--- config.mk ---
export PLATFORM = sky130hd
export DESIGN_NAME = alu_share_arbiter_flat
export DESIGN_NICKNAME = d
export VERILOG_FILES = /design/src/rtl/alu_share_arbiter_if.sv /design/src/rtl/alu_share_arbiter.sv /design/src/flat_wrapper.sv
export SDC_FILE = /design/constraint.sdc
export NUM_CORES = 1
export LEC_CHECK = 0
export CAP_MARGIN = 15
export CORE_ASPECT_RATIO = 0.7
export CORE_UTILIZATION = 34
export CTS_CLUSTER_SIZE = 20
export DETAILED_ROUTE_END_ITERATION = 6
export PLACE_DENSITY = 0.77
export SLEW_MARGIN = 0
export SYNTH_ARGS = -nofsm -noshare
export SYNTH_HDL_FRONTEND = slang
export SYNTH_SLANG_ARGS = --single-unit
--- constraint.sdc ---
create_clock -name clk -period 1.5 [get_ports clk]
set_clock_uncertainty 0.2 [all_clocks]
set_input_delay 0.375 -clock clk [delete_from_list [all_inputs] [get_ports clk]]
set_output_delay 0.375 -clock clk [all_outputs]
set_load 0.05 [all_outputs]
--- src/rtl/alu_share_arbiter_if.sv ---
// Bundle between two datapath requesters, the shared arbiter and the myALU.
// slave: arbiter side. master: clients + myALU side.
interface alu_share_arbiter_if #(
    parameter int WIDTH = 4,
    parameter int OP_W  = 2
) ();
    logic             req0;
    logic [WIDTH-1:0] a0;
    logic [WIDTH-1:0] b0;
    logic [OP_W-1:0]  op0;
    logic             req1;
    logic [WIDTH-1:0] a1;
    logic [WIDTH-1:0] b1;
    logic [OP_W-1:0]  op1;
    logic             gnt0;
    logic             gnt1;
    logic             done0;
    logic             done1;
    logic [WIDTH-1:0] res;
    logic             co;
    logic             busy;
    logic [WIDTH-1:0] alu_a;
    logic [WIDTH-1:0] alu_b;
    logic [OP_W-1:0]  alu_s;
    logic [WIDTH-1:0] alu_c;
    logic             alu_co;

    modport slave (
        input  req0, a0, b0, op0,
        input  req1, a1, b1, op1,
        input  alu_c, alu_co,
        output gnt0, gnt1, done0, done1,
        output res, co, busy,
        output alu_a, alu_b, alu_s
    );

    modport master (
        output req0, a0, b0, op0,
        output req1, a1, b1, op1,
        output alu_c, alu_co,
        input  gnt0, gnt1, done0, done1,
        input  res, co, busy,
        input  alu_a, alu_b, alu_s
    );
endinterface

--- src/rtl/alu_share_arbiter.sv ---
// Round-robin sharing of one combinational myALU between two requesters.
// Ports: clk, rst_n (async active-low), bus (slave side of alu_share_arbiter_if).
module alu_share_arbiter #(
    parameter int WIDTH = 4,
    parameter int OP_W  = 2
) (
    input  logic           clk,
    input  logic           rst_n,
    alu_share_arbiter_if.slave bus
);

    typedef enum logic [1:0] {
        IDLE = 2'd0,
        EXEC = 2'd1,
        DONE = 2'd2
    } state_t;

    state_t state;
    state_t state_nx;

    logic             ptr;
    logic             owner;
    logic [WIDTH-1:0] opa;
    logic [WIDTH-1:0] opb;
    logic [OP_W-1:0]  ops;
    logic [WIDTH-1:0] res_q;
    logic             co_q;

    logic             win;
    logic             take;
    logic             cap;
    logic             adv;

    always_ff @(posedge clk or negedge rst_n) begin
        if (!rst_n) begin
            state <= IDLE;
        end else begin
            state <= state_nx;
        end
    end

    // Winner: a lone requester always wins; on contention ptr decides.
    always_comb begin
        state_nx = state;
        win      = owner;
        take     = 1'b0;
        cap      = 1'b0;
        adv      = 1'b0;
        unique case (state)
            IDLE: begin
                if (bus.req0 || bus.req1) begin
                    take     = 1'b1;
                    win      = (bus.req0 && bus.req1) ? ptr : bus.req1;
                    state_nx = EXEC;
                end
            end
            EXEC: begin
                cap      = 1'b1;
                state_nx = DONE;
            end
            DONE: begin
                adv      = 1'b1;
                state_nx = IDLE;
            end
            default: begin
                state_nx = IDLE;
            end
        endcase
    end

    // Operand regs feed the ALU directly so its inputs never glitch
    // with requester activity while an op is in flight.
    always_ff @(posedge clk or negedge rst_n) begin
        if (!rst_n) begin
            owner <= 1'b0;
            opa   <= '0;
            opb   <= '0;
            ops   <= '0;
        end else if (take) begin
            owner <= win;
            opa   <= win ? bus.a1  : bus.a0;
            opb   <= win ? bus.b1  : bus.b0;
            ops   <= win ? bus.op1 : bus.op0;
        end
    end

    always_ff @(posedge clk or negedge rst_n) begin
        if (!rst_n) begin
            res_q <= '0;
            co_q  <= 1'b0;
        end else if (cap) begin
            res_q <= bus.alu_c;
            co_q  <= bus.alu_co;
        end
    end

    // Priority flips to the other requester once an op retires.
    always_ff @(posedge clk or negedge rst_n) begin
        if (!rst_n) begin
            ptr <= 1'b0;
        end else if (adv) begin
            ptr <= ~owner;
        end
    end

    assign bus.busy  = (state != IDLE);
    assign bus.gnt0  = bus.busy & ~owner;
    assign bus.gnt1  = bus.busy & owner;
    assign bus.done0 = (state == DONE) & ~owner;
    assign bus.done1 = (state == DONE) & owner;
    assign bus.res   = res_q;
    assign bus.co    = co_q;
    assign bus.alu_a = opa;
    assign bus.alu_b = opb;
    assign bus.alu_s = ops;

endmodule
--- src/flat_wrapper.sv ---
// flat-port wrapper written by rule: the top's interface ports become plain ports
module alu_share_arbiter_flat 
#(
    parameter int WIDTH = 4,
    parameter int OP_W  = 2
)
  (clk, rst_n, bus_req0, bus_a0, bus_b0, bus_op0, bus_req1, bus_a1, bus_b1, bus_op1, bus_alu_c, bus_alu_co, bus_gnt0, bus_gnt1, bus_done0, bus_done1, bus_res, bus_co, bus_busy, bus_alu_a, bus_alu_b, bus_alu_s);
  alu_share_arbiter_if #(.WIDTH(WIDTH), .OP_W(OP_W)) bus_i ();
  input  logic clk;
  input  logic rst_n;
  input wire logic [$bits(bus_i.req0)-1:0] bus_req0;
  input wire logic [$bits(bus_i.a0)-1:0] bus_a0;
  input wire logic [$bits(bus_i.b0)-1:0] bus_b0;
  input wire logic [$bits(bus_i.op0)-1:0] bus_op0;
  input wire logic [$bits(bus_i.req1)-1:0] bus_req1;
  input wire logic [$bits(bus_i.a1)-1:0] bus_a1;
  input wire logic [$bits(bus_i.b1)-1:0] bus_b1;
  input wire logic [$bits(bus_i.op1)-1:0] bus_op1;
  input wire logic [$bits(bus_i.alu_c)-1:0] bus_alu_c;
  input wire logic [$bits(bus_i.alu_co)-1:0] bus_alu_co;
  output wire logic [$bits(bus_i.gnt0)-1:0] bus_gnt0;
  output wire logic [$bits(bus_i.gnt1)-1:0] bus_gnt1;
  output wire logic [$bits(bus_i.done0)-1:0] bus_done0;
  output wire logic [$bits(bus_i.done1)-1:0] bus_done1;
  output wire logic [$bits(bus_i.res)-1:0] bus_res;
  output wire logic [$bits(bus_i.co)-1:0] bus_co;
  output wire logic [$bits(bus_i.busy)-1:0] bus_busy;
  output wire logic [$bits(bus_i.alu_a)-1:0] bus_alu_a;
  output wire logic [$bits(bus_i.alu_b)-1:0] bus_alu_b;
  output wire logic [$bits(bus_i.alu_s)-1:0] bus_alu_s;
  assign bus_i.req0 = bus_req0;
  assign bus_i.a0 = bus_a0;
  assign bus_i.b0 = bus_b0;
  assign bus_i.op0 = bus_op0;
  assign bus_i.req1 = bus_req1;
  assign bus_i.a1 = bus_a1;
  assign bus_i.b1 = bus_b1;
  assign bus_i.op1 = bus_op1;
  assign bus_i.alu_c = bus_alu_c;
  assign bus_i.alu_co = bus_alu_co;
  assign bus_gnt0 = bus_i.gnt0;
  assign bus_gnt1 = bus_i.gnt1;
  assign bus_done0 = bus_i.done0;
  assign bus_done1 = bus_i.done1;
  assign bus_res = bus_i.res;
  assign bus_co = bus_i.co;
  assign bus_busy = bus_i.busy;
  assign bus_alu_a = bus_i.alu_a;
  assign bus_alu_b = bus_i.alu_b;
  assign bus_alu_s = bus_i.alu_s;
  alu_share_arbiter #(.WIDTH(WIDTH), .OP_W(OP_W)) u_core (.clk(clk), .rst_n(rst_n), .bus(bus_i));
endmodule
==> summary.md <==
| Metric | Value |
|---|---|
| Pwr/cell area | 2610 nW/um2 |
| Htree depth | 1 |
| Post-Syn Instances | 85 |
| Worst Tran Pin Value | 0.378 ns |
| Pin count of the biggest net entering global routing | 20 |
| Per-cell routed wire length | 15.0 um |
| Period minus WS final | 1.72 ns |
| GR Layer Usage met1 | 23.1% |
| Post-synthesis net count | 114 |
| Fillers | 161 |
| Slew HR | 74.8% |
| Remaining DRCs | 0 |
| Sequential-to-total area share from yosys stat | 53.8% |
| Max clock buf depth | 2 |
| Clock Latency Late Sink | 0.26 ns |
| Worst Path Required | 0.92 ns |
| Worst hold path class | primary input to async pin |
| Critical path class | register to output port |
| Peak fanout along the critical path | 3 |
| Via count | 821 |
| Initial DRC Count | 72 |
| Max Cap Viol | 0 |
| TritonCTS clock tree | done |
| Fin crit share | 115% |
| Failing checks | negative setup slack |
| Cell variety after synth | 15 |
| Mapped cell area | 883 um2 |
| Non-filler cells, final | 180 |
| Initial antenna violation count | 0 |
| Total grt overflow | 0 |
| Critical Path Source Type | register |
| # placed instances | 169 |
| Final Max Slew Viols | 0 |
| Grt met3 use | 6.19% |
| Final Hold Viols | 0 |
| Reg clk slew, reported paths | 0.07 ns |
| # hold bufs at CTS | 0 |
| Clock Root Buffer | clkbuf_8 |
| Setup violations, final | 16 |
| Nets@finish | 176 |
| Mapped Avg Cell Area | 10.4 um2 |
| Drt total wl | 2.71 mm |
| RSZ-0062 raised after global routing | true |
| I/O Pins | 49 |
| Crit end category | output port |
| Busiest layer in global routing | met2 |
| P_leak | 0.877 nW |
| First-pass detailed-route iteration total | 5 |
| Chip height | 44.6 um |
| Ant. Diodes | 0 |
| Fmax | 0.580 GHz |
| Share of cells above drive strength 1 | 39.0% |
| VDD IR-drop max | 912 uV |
| Routability Congestion | 0.724 |
| P&R area growth vs syn | 101% |
| Gr usage total | 19.6% |
| Worst hold slack | 0.252 ns |
| Detail Route Antenna Nets | 0 |
| Setup ws final | -0.224 ns |
| First-pass GRT wire length | 4.10 mm |
| Core area | 2460 um2 |
| Number of port buffers | 48 |
| Num CTS Buffers | 3 |
| Grt met2 use | 34.8% |
| Row count | 15 |
| #FFs+latches synth | 19 |
| Post-DR vias/cell | 4.56 |
| Die X | 62.9 um |
| Detailed Place HPWL | 1.75 mm |
| CTS sink count | 19 |
| Vias in the first global route | 876 |
| Status | finished, violations left |
| Synth warnings | 0 |
| Initial Util | 35.9% |
| Crit path DAT | 1.15 ns |
| Die area | 2810 um2 |
## timing repair
| action | in CTS | in global routing |
|---|---|---|
| resized for setup | 13 | 5 |
| gates cloned | 2 | 0 |
| setup endpoints to repair | 16 | 21 |
| pin swaps | 14 | 5 |
| buffers inserted | 4 | 1 |
## layer usage
| layer | vias up | routed length [um] |
|---|---|---|
| li1 | 397 | - |
| met1 | 385 | 1060 |
| met2 | 39 | 1420 |
| met3 | 0 | 231 |
| met4 | 0 | 0 |
| met5 | - | 0 |
## through the flow
stage	utilization, %	power, W	setup TNS, ns	setup slack (ns)	instance area [um2]
3_5_place_dp	66.4	0.00396	-5.80	-0.547	1630
3_3_place_gp	66.4	0.00389	-5.24	-0.474	1630
5_1_grt	72.1	0.00480	-3.12	-0.245	1770
4_1_cts	71.2	0.00454	-2.37	-0.220	1750
6_report	72.1	0.00462	-2.72	-0.224	1770
2_1_floorplan	-	0.00252	-0.155	-0.155	903
## cell usage in the layout, fill, tap and decap left out, types with 2 or more instances in the layout
cell / instances
nor2_4: 4
clkbuf_8: 3
dfrtp_1: 17
buf_12: 19
buf_6: 4
a222oi_1: 10
a21o_2: 2
a21oi_4: 2
dfrtp_2: 2
inv_2: 2
inv_1: 32
clkdlybuf4s50_1: 27
mux2_2: 5
buf_4: 7
## worst paths after layout
check | start | end | slack (ns) | depth (start not counted)
min in group clk | u_core.bus.co | u_core.bus.co | 0.38 | 1
min | rst_n | u_core.bus.alu_a[2] | 0.25 | 2
min reg2reg | u_core.bus.co | u_core.bus.co | 0.38 | 1
max in group asynchronous | rst_n | u_core.state[1] | 0.62 | 2
max reg2reg | u_core.state[0] | u_core.bus.alu_a[0] | -0.22 | 4
max | u_core.state[0] | bus_done0 | -0.22 | 3
## state kept, by name, indices dropped and copies added, names as in the netlist
register / cells
u_core.bus.alu_a: 4
u_core.bus.alu_b: 4
u_core.bus.res: 4
u_core.bus.alu_s: 2
u_core.state: 2
u_core.bus.co: 1
u_core.owner: 1
u_core.ptr: 1
## power breakdown
group          total, W  internal [W]  switching, W
clock network  0.000357      0.000189      0.000168
logic           0.00319       0.00156       0.00163
registers       0.00108      0.000778      0.000300
## cells in the mapped netlist
cell | number | share of area [%]
o21ai_0 | 1 | 0.57
and3_4 | 1 | 1.3
a222oi_1 | 10 | 11
or3b_1 | 1 | 0.99
clkbuf_2 | 1 | 0.57
mux2_2 | 5 | 6.4
nand2b_1 | 3 | 2.1
a21oi_4 | 1 | 1.8
clkbuf_1 | 1 | 0.42
nor2_4 | 1 | 1.3
buf_6 | 1 | 1.3
a21o_2 | 2 | 2.0
inv_1 | 34 | 14
nor2_1 | 4 | 1.7
dfrtp_1 | 19 | 54
## final cells by class
class	count	area (um2)	share of cell area [%]
repair buffers	59	762	43.0
well taps	34	42.5	2.40
flip-flops and latches	19	478	27.0
clock buffers	4	45.0	2.54
inverters	34	128	7.20
multi-input cells	30	318	17.9
## critical path: stages, from the launching register on
cell	delay (ns)
dfrtp_1	0.43
nand2b_4	0.19
nor2_4	0.12
buf_12	0.14
## logic make-up after synthesis
logic type | synth area share [%]
AO/OA/AOI/OAI | 15.7
flip-flops | 53.8
multiplexers | 6.37
buffers and inverters | 16.7
AND/OR/NAND/NOR | 7.37
(Power assumes the default switching activity.)
